===== config.mk =====
export PLATFORM = sky130hd
export DESIGN_NAME = hls_srl_fifo_param
export DESIGN_NICKNAME = d
export VERILOG_FILES = /design/src/rtl/hls_fifo_pkg.sv /design/src/rtl/hls_srl_fifo_shiftreg.sv /design/src/rtl/hls_srl_fifo_param.sv
export SDC_FILE = /design/constraint.sdc
export NUM_CORES = 1
export LEC_CHECK = 0
export BUFFER_PORTS_ARGS = -buffer_cell sky130_fd_sc_hd__buf_4
export CORE_ASPECT_RATIO = 1.1
export CORE_MARGIN = 2
export CORE_UTILIZATION = 54
export CTS_CLUSTER_DIAMETER = 40
export DETAILED_ROUTE_END_ITERATION = 7
export GPL_TIMING_DRIVEN = 0
export PLACE_DENSITY = 0.75
export SETUP_SLACK_MARGIN = 0.2
export SYNTH_ARGS = -nofsm -noshare
export SYNTH_HDL_FRONTEND = slang
export SYNTH_SLANG_ARGS = --single-unit

===== constraint.sdc =====
create_clock -name clk -period 3.6 [get_ports clk]
set_clock_uncertainty 0.15 [all_clocks]
set_input_delay 0.36 -clock clk [delete_from_list [all_inputs] [get_ports clk]]
set_output_delay 0.36 -clock clk [all_outputs]
set_load 0.03 [all_outputs]

===== src/rtl/hls_fifo_pkg.sv =====
// Shared sizing helpers and occupancy classification for the SRL stream FIFO.
package hls_fifo_pkg;

  typedef enum logic [1:0] {
    EMPTY   = 2'd0,
    PARTIAL = 2'd1,
    FULL    = 2'd2
  } occ_state_e;

  // Ceiling log2, never below 1 so a 1-entry range still gets a real bit.
  function automatic int unsigned clog2_safe(input int unsigned n);
    int unsigned r;
    int unsigned v;
    r = 0;
    v = (n > 0) ? n - 1 : 0;
    while (v != 0) begin
      r++;
      v = v >> 1;
    end
    return (r == 0) ? 1 : r;
  endfunction

  function automatic int unsigned fifo_capacity(input int unsigned depth,
                                                input int unsigned output_reg);
    return depth + ((output_reg != 0) ? 1 : 0);
  endfunction

  function automatic int unsigned count_width(input int unsigned capacity);
    return clog2_safe(capacity + 1);
  endfunction

  function automatic occ_state_e occ_of(input int unsigned cnt, input int unsigned capacity);
    if (cnt == 0) return EMPTY;
    if (cnt >= capacity) return FULL;
    return PARTIAL;
  endfunction

endpackage


===== src/rtl/hls_srl_fifo_shiftreg.sv =====
// Unreset shift-register storage: write shifts din into entry 0, read is an addressed tap.
module hls_srl_fifo_shiftreg
  import hls_fifo_pkg::*;
#(
  parameter  int unsigned DATA_WIDTH = 8,
  parameter  int unsigned DEPTH      = 16,
  localparam int unsigned AW         = clog2_safe(DEPTH)
) (
  input  logic                  clk,
  input  logic                  we,
  input  logic [AW-1:0]         addr,
  input  logic [DATA_WIDTH-1:0] din,
  output logic [DATA_WIDTH-1:0] dout
);

  logic [DATA_WIDTH-1:0] mem [DEPTH];

  always_ff @(posedge clk) begin
    if (we) begin
      mem[0] <= din;
      for (int unsigned i = 1; i < DEPTH; i++) begin
        mem[i] <= mem[i-1];
      end
    end
  end

  assign dout = mem[addr];

endmodule


===== src/rtl/hls_srl_fifo_param.sv =====
// Parametrised SRL FIFO with occupancy count, almost-full flag and optional output register.
module hls_srl_fifo_param
  import hls_fifo_pkg::*;
#(
  parameter  int unsigned DATA_WIDTH = 8,
  parameter  int unsigned DEPTH      = 16,
  parameter  int unsigned AF_THRESH  = 12,
  parameter  int unsigned OUTPUT_REG = 0,
  localparam int unsigned CAPACITY   = fifo_capacity(DEPTH, OUTPUT_REG),
  localparam int unsigned CW         = count_width(CAPACITY)
) (
  input  logic                  clk,
  input  logic                  reset_n,
  input  logic                  if_write,
  input  logic [DATA_WIDTH-1:0] if_din,
  output logic                  if_full_n,
  output logic                  if_almost_full_n,
  input  logic                  if_read,
  output logic [DATA_WIDTH-1:0] if_dout,
  output logic                  if_empty_n,
  output logic [CW-1:0]         count
);

  localparam int unsigned AW = clog2_safe(DEPTH);

  logic [CW-1:0]         count_q;
  logic [CW-1:0]         count_next;
  occ_state_e            occ_next;
  logic                  full_n_q;
  logic                  af_n_q;
  logic                  wr_acc;
  logic                  rd_acc;
  logic                  head_valid;
  logic [DATA_WIDTH-1:0] head_data;
  logic                  srl_we;
  logic [AW-1:0]         srl_addr;
  logic [DATA_WIDTH-1:0] srl_dout;

  // Flags come only from registered state, so a same-cycle read never frees a full slot.
  assign wr_acc = if_write & full_n_q;
  assign rd_acc = if_read & head_valid;

  always_comb begin
    count_next = count_q;
    if (wr_acc && !rd_acc) begin
      count_next = count_q + CW'(1);
    end else if (rd_acc && !wr_acc) begin
      count_next = count_q - CW'(1);
    end
    occ_next = occ_of(32'(count_next), CAPACITY);
  end

  always_ff @(posedge clk or negedge reset_n) begin
    if (!reset_n) begin
      count_q  <= '0;
      full_n_q <= 1'b1;
      af_n_q   <= 1'b1;
    end else begin
      count_q  <= count_next;
      full_n_q <= (occ_next != FULL);
      af_n_q   <= (32'(count_next) < AF_THRESH);
    end
  end

  hls_srl_fifo_shiftreg #(
    .DATA_WIDTH(DATA_WIDTH),
    .DEPTH     (DEPTH)
  ) u_srl (
    .clk (clk),
    .we  (srl_we),
    .addr(srl_addr),
    .din (if_din),
    .dout(srl_dout)
  );

  assign srl_we = wr_acc;

  if (OUTPUT_REG == 0) begin : g_direct
    logic empty_n_q;

    // Oldest entry sits at count-1; a concurrent shift moves the next-oldest into that slot.
    assign srl_addr = AW'(count_q - CW'(1));

    always_ff @(posedge clk or negedge reset_n) begin
      if (!reset_n) begin
        empty_n_q <= 1'b0;
      end else begin
        empty_n_q <= (count_next != '0);
      end
    end

    assign head_valid = empty_n_q;
    assign head_data  = srl_dout;
  end else begin : g_oreg
    logic [CW-1:0]         srl_cnt_q;
    logic [CW-1:0]         srl_cnt_next;
    logic                  out_valid_q;
    logic [DATA_WIDTH-1:0] out_data_q;
    logic                  load;

    assign srl_addr = AW'(srl_cnt_q - CW'(1));

    // Refill the output stage whenever it is empty or being consumed and the SRL holds a word.
    always_comb begin
      load         = (!out_valid_q || rd_acc) && (srl_cnt_q != '0);
      srl_cnt_next = srl_cnt_q;
      if (wr_acc && !load) begin
        srl_cnt_next = srl_cnt_q + CW'(1);
      end else if (load && !wr_acc) begin
        srl_cnt_next = srl_cnt_q - CW'(1);
      end
    end

    always_ff @(posedge clk or negedge reset_n) begin
      if (!reset_n) begin
        srl_cnt_q   <= '0;
        out_valid_q <= 1'b0;
        out_data_q  <= '0;
      end else begin
        srl_cnt_q <= srl_cnt_next;
        if (load) begin
          out_valid_q <= 1'b1;
          out_data_q  <= srl_dout;
        end else if (rd_acc) begin
          out_valid_q <= 1'b0;
        end
      end
    end

    assign head_valid = out_valid_q;
    assign head_data  = out_data_q;
  end

  assign if_full_n        = full_n_q;
  assign if_almost_full_n = af_n_q;
  assign if_empty_n       = head_valid;
  assign if_dout          = head_data;
  assign count            = count_q;

endmodule


==> metrics.md, run 1 <==
| Metric | Value |
|---|---|
| Largest net degree at the start of global routing | `93` |
| Synth cell types | `36` |
| Worst EP required | `3.09 ns` |
| Final setup fails | `0` |
| Ys Warns | `0` |
| Number of buffer and inverter stages on the critical path | `5` |
| Hold crit path type | `input port to asynchronous set/reset pin` |
| Routed Antenna Nets | `0` |
| Reg2Reg Depth | `7` |
| Crit Reg-Reg Endpoint | `if_empty_n` |
| Mapped Cells | `310` |
| Layout cells sized above 1 | `0.280` |
| Die X | `98.9 um` |
| Dpl hpwl | `5660 um` |
| Post-synth EDFFs | `128` |
| Initial core utilization | `0.549` |
| Worst path slowest cell | `dfrtp_2` |
| Die ar. | `~0.011 sq mm` |
| Setup TNS | `0 ns` |
| Placed instance area | `0.00574 sq mm` |
| Crit-path leading delay family | `buffers and inverters` |
| RSZ-0062 raised after global routing | `no` |
| CP Launch Type | `flip-flop` |
| Fin nets | `383` |
| Crit end category | `output port` |
| Layout area overhead | `21.3%` |
| Top_reg_cell synth | `edfxtp_1` |
| H-tree Lvls | `4` |
| Clock Root Buffer | `clkbuf_8` |
| Routed Wire Length | `9500 um` |
| Worst slew pin tran | `about 0.67 ns` |
| N_diodes | `0` |
| CTS tree | `built` |
| WL/cell | `18.9 um` |
| Pre-antenna DRT Iters | `4` |
| Leading cell type in the layout, fill and taps excluded | `edfxtp_1` |
| IO Pins | `28` |
| Sequential-to-total area share from yosys stat | `0.756` |
| Post-synthesis register bit count | `between 100 and 150` |
| Crit-path cells | `buf_8 > clkinvlp_4 > ha_4 > buf_6 > buf_8 > mux4_2 > nand2_1 > nand2_1 > a32o_2 > buf_4` |
| Sink Count | `between 100 and 150` |
| Reg clk slew, reported paths | `approximately 0.06 ns` |
| Core Region | `0.00975 sq mm` |
| Period utilisation layout | `0.906` |
| Avg Inst Size Synth | `roughly 17 sq um` |
| Post-route cell area | `0.00649 sq mm` |
| Site Rows | `38` |
| Residual DRC | `0` |
| Post-synthesis cell area | `0.00535 sq mm` |
| TritonCTS buffer count | `17` |
| R2r setup slk | `1.10 ns` |
| Gpl congestion | `a little under 0.8` |
| First-pass GRT wire length | `between 15,000 and 20,000 um` |
| Max Buffers Root-to-Sink | `2` |
| Die Y | `around 110 um` |
| Total number of vias | `about 2,900` |
| Period minus WS final | `3.26 ns` |
| Skew-Pair Late Insertion Delay | `0.51 ns` |
| Hold Vio Cnt, Final | `0` |
| Outcome | `complete, no violations` |
| GRT overflow | `0` |
| First DRT Iteration DRCs | `216` |
| Vias per cell | `5.73` |
| CP Max Fanout | `10` |
| Post-synth ARST share | `0.0588` |
| CP Data Arrival Time | `roughly 2.8 ns` |
| Vias in the first global route | `2,929` |
| Post-layout util | `0.666` |
| Fin. max-slew vios | `0` |
| Commonest cells after routing, fill and taps aside | `128 x edfxtp_1, 58 x nand2_1, 31 x buf_4` |
| Syn Nets | `324` |
| Max_slew headroom | `0.550` |
| Max-Cap Viols | `0` |
| R2r startpoint | `if_full_n` |
| Peak per-stage delay on the critical path | `~0.42 ns` |
| PortBufs | `27` |
| Max Fclk | `0.307 GHz` |
| WS Path Type | `flip-flop to output port` |
| GRT Overall Usage | `0.190` |
| Antenna violations before repair | `0` |
what timing repair did:
action                                 in CTS  in global routing
hold buffers                                9                  0
gates cloned                                0                  0
setup buffers                               0                  3
resized for setup                          17                  9
pin swaps                                   1                  0
setup endpoints to repair                   8                  8
endpoints found under the hold margin      16                  0
worst max path at each step:
stage                    from          to  slack, ns  depth (start not counted)
floorplan           if_full_n  if_empty_n       0.57                          7
global placement     count[0]  if_dout[4]       0.19                          9
detailed placement   count[0]  if_dout[0]       0.19                          9
CTS                  count[0]  if_dout[4]       0.25                          9
global route         count[0]  if_dout[6]       0.20                          9
finish               count[0]  if_dout[4]       0.34                         10
kinds of logic after synthesis:
kind of cell	share of synthesized area
flip-flops	0.756
AND/OR/NAND/NOR	0.0736
multiplexers	0.0972
AO/OA/AOI/OAI	0.0388
buffers and inverters	0.0171
XOR/XNOR	0.0129
adder cells (fa/ha/maj)	0.00467
final cells by class:
| cell class | count | area [sq um] |
|---|---|---|
| plain buffers | 14 | 116 |
| clock buffers | 20 | 425 |
| clock inverters | 12 | 125 |
| fillers | 610 | 3250 |
| inverters | 4 | 23.8 |
| multi-input cells | 156 | 1260 |
| flip-flops and latches | 136 | 4050 |
| well taps | 120 | 150 |
| repair buffers | 40 | 343 |
sequential cells by signal (all words and copies together), names as in the netlist:
register and cells:
if_full_n 1, if_almost_full_n 1, if_empty_n 1, u_srl.mem 128, count 5
Yosys cell counts, types with 2 or more instances:
master | number | area share
a22oi_1 | 2 | 0.0028
edfxtp_1 | 128 | 0.72
clkbuf_1 | 2 | 0.0014
mux4_2 | 16 | 0.067
a32o_2 | 6 | 0.013
nor2_1 | 6 | 0.0042
buf_1 | 2 | 0.0014
inv_2 | 2 | 0.0014
nand3_1 | 17 | 0.016
dfstp_2 | 2 | 0.0098
buf_4 | 2 | 0.0028
ha_1 | 2 | 0.0047
dfrtp_1 | 6 | 0.028
a221oi_1 | 8 | 0.013
nand2_1 | 58 | 0.041
inv_1 | 2 | 0.0014
mux2i_1 | 16 | 0.030
buf_2 | 7 | 0.0065
a21oi_1 | 3 | 0.0028
xnor2_1 | 5 | 0.0082
and2_1 | 2 | 0.0023
a32o_1 | 2 | 0.0037
layer usage:
metal / wire, um / GRT usage / share of wire / vias up
met3: 485 / 0.0640 / 0.051 / 7
met4: 95 / 0.0851 / 0.010 / 0
met1: 4170 / 0.251 / 0.44 / 1458
met5: 0 / 0 / 0 / -
li1: - / - / - / 1327
met2: 4740 / 0.290 / 0.50 / 82
stage by stage:
stage / hold slack, ns / cells / setup WS [ns]
final: 0.0746 / 502 / 0.338
after global routing: 0.0626 / 502 / 0.203
after CTS: 0.0237 / 499 / 0.249
after detailed placement: 0.0315 / 458 / 0.187
after global placement: 0.0274 / 457 / 0.189
after floorplan: -0.0856 / 310 / 0.573
Power of run 1 is not shown: default switching activity piles up to over one toggle a cycle in this logic, so the estimate is an artifact.
==> run 2: changes to the inputs <==
CORE_ASPECT_RATIO = not set   (was 1.1)
==> run 2 against run 1 <==
Net effect: flip-flop and latch count stayed put; via count is 1.9% higher; register-to-register slack better by 0.19 ns; highest routed layer unchanged; sequential share of layout area is 0.24 points lower.
==> metrics.md, run 2 (same netlist as run 1, synthesis figures left out) <==
| Metric | Value |
|---|---|
| Crit end category | `output port` |
| Routed Antenna Nets | `0 (unchanged)` |
| Peak per-stage delay on the critical path | `0.42 ns (about the same)` |
| IO Pins | `28 (unchanged)` |
| Gpl congestion | `0.767 (-2.8%)` |
| Residual DRC | `0 (unchanged)` |
| Fin. max-slew vios | `0 (unchanged)` |
| Sink Count | `136 (unchanged)` |
| TritonCTS buffer count | `17 (unchanged)` |
| Fin nets | `383 (unchanged)` |
| CP Max Fanout | `10 (unchanged)` |
| CTS tree | `built` |
| Worst EP required | `3.09 ns (about the same)` |
| Max Buffers Root-to-Sink | `2 (unchanged)` |
| Routed Wire Length | `9780 um (+3.0%)` |
| Max Fclk | `0.302 GHz (-1.4%)` |
| Layout area overhead | `21.8%` |
| First-pass GRT wire length | `15,300 um (+1.3%)` |
| H-tree Lvls | `4 (unchanged)` |
| Hold crit path type | `input port to asynchronous set/reset pin` |
| Antenna violations before repair | `0 (unchanged)` |
| Worst path slowest cell | `dfrtp_2` |
| Dpl hpwl | `5780 um (+2.1%)` |
| RSZ-0062 raised after global routing | `no` |
| Leading cell type in the layout, fill and taps excluded | `edfxtp_1` |
| Period utilisation layout | `0.919 (+0.0132)` |
| Die X | `104 um (+4.7%)` |
| Period minus WS final | `3.31 ns (+0.0474 ns)` |
| WL/cell | `19.0 um (+0.62%)` |
| Crit-path leading delay family | `buffers and inverters` |
| CP Launch Type | `flip-flop` |
| Die Y | `104 um (-4.5%)` |
| Skew-Pair Late Insertion Delay | `0.53 ns (+0.02 ns)` |
| Commonest cells after routing, fill and taps aside | `128 x edfxtp_1, 58 x nand2_1, 32 x buf_4` |
| Vias in the first global route | `2,881 (-1.6%)` |
| Most frequent CP cell | `nand2_1` |
| Setup TNS | `0 ns (unchanged)` |
| Clock Root Buffer | `clkbuf_8` |
| Worst slew pin tran | `0.535 ns (-0.135 ns)` |
| Initial core utilization | `0.553 (+0.00355)` |
| Reg clk slew, reported paths | `0.06 ns (about the same)` |
| FILL cells | `625 (+2.5%)` |
| Hold Vio Cnt, Final | `0 (unchanged)` |
| WS Path Type | `flip-flop to output port` |
| Die ar. | `0.0107 sq mm (about the same)` |
| Reg with most FFs | `u_srl.mem` |
| Core Region | `0.00968 sq mm (-0.64%)` |
| Site Rows | `36 (-5.3%)` |
| Max_slew headroom | `0.643 (+0.0933)` |
| Outcome | `complete, no violations` |
| GRT Overall Usage | `0.193 (+0.00329)` |
| Pre-antenna DRT Iters | `4 (unchanged)` |
| Final setup fails | `0 (unchanged)` |
| N_diodes | `0 (unchanged)` |
| Largest net degree at the start of global routing | `113 (+22%)` |
| Largest register FFs | `128 (unchanged)` |
| Vias per cell | `5.70 (-0.47%)` |
| Total number of vias | `2,929 (+1.9%)` |
| Crit-path cells | `buf_12 > clkinvlp_4 > ha_4 > buf_6 > buf_8 > mux4_2 > nand2_1 > nand2_1 > a32o_2 > buf_4` |
| Max-Cap Viols | `0 (unchanged)` |
| Layout cells sized above 1 | `0.289 (+0.00861)` |
| First DRT Iteration DRCs | `202 (-6.5%)` |
| Number of buffer and inverter stages on the critical path | `5 (unchanged)` |
| CP Data Arrival Time | `2.80 ns (+0.05 ns)` |
| GRT overflow | `0 (unchanged)` |
| PortBufs | `27 (unchanged)` |
-- run 2: worst reg2reg max path, stage by stage, from the launching register on --
cell,delay [ns]
dfrtp_2,0.42
buf_12,0.16
clkinvlp_4,0.14
ha_4,0.27
o21ai_0,0.08
o32ai_1,0.12
or3b_1,0.39
or4_1,0.43
-- run 2: timing repair --
action,in CTS,in global routing
buffers inserted,1,2
resized for setup,17,5
setup endpoints to repair,8,8
hold endpoints to repair,16,0
hold buffers,9,0
-- run 2: final timing paths --
kind,start,end,slack (ns),cells past startpoint
max,count[0],if_dout[1],0.29,10
min,reset_n,if_empty_n,0.04,2
max reg2reg,count[0],if_empty_n,1.29,7
min reg2reg,u_srl.mem[13][2],u_srl.mem[14][2],0.30,0
max in group asynchronous,reset_n,if_full_n,3.04,2
min in group clk,if_read,count[1],0.16,4
-- run 2: layout make-up --
type | instances | area, sq um | area share
Buffer | 14 | 111 | 0.0171
Clock buffer | 17 | 414 | 0.0635
Clock inverter | 14 | 149 | 0.0228
Inverter | 4 | 23.8 | 0.00365
Multi-Input combinational cell | 156 | 1260 | 0.194
Sequential cell | 136 | 4050 | 0.621
Tap cell | 133 | 166 | 0.0255
Timing Repair Buffer | 40 | 343 | 0.0526
-- run 2: through the flow --
step / setup slack (ns) / instances / utilization / area, sq um / hold WS [ns]
floorplan: 0.573 / 310 / - / 5360 / -0.0856
finish: 0.290 / 514 / 0.673 / 6520 / 0.0442
global route: 0.187 / 514 / 0.673 / 6520 / 0.0419
CTS: 0.204 / 512 / 0.669 / 6480 / 0.0176
global placement: 0.101 / 470 / 0.591 / 5730 / 0.0278
detailed placement: 0.0846 / 471 / 0.594 / 5760 / 0.0334
-- run 2: layer usage --
layer / track usage / vias up / share of wire
met5: 0 / - / 0
met4: 0.0830 / 0 / 0.014
met3: 0.0680 / 16 / 0.057
met2: 0.290 / 110 / 0.49
met1: 0.260 / 1470 / 0.43
li1: - / 1333 / -
Power of run 2 is left out for the same reason.
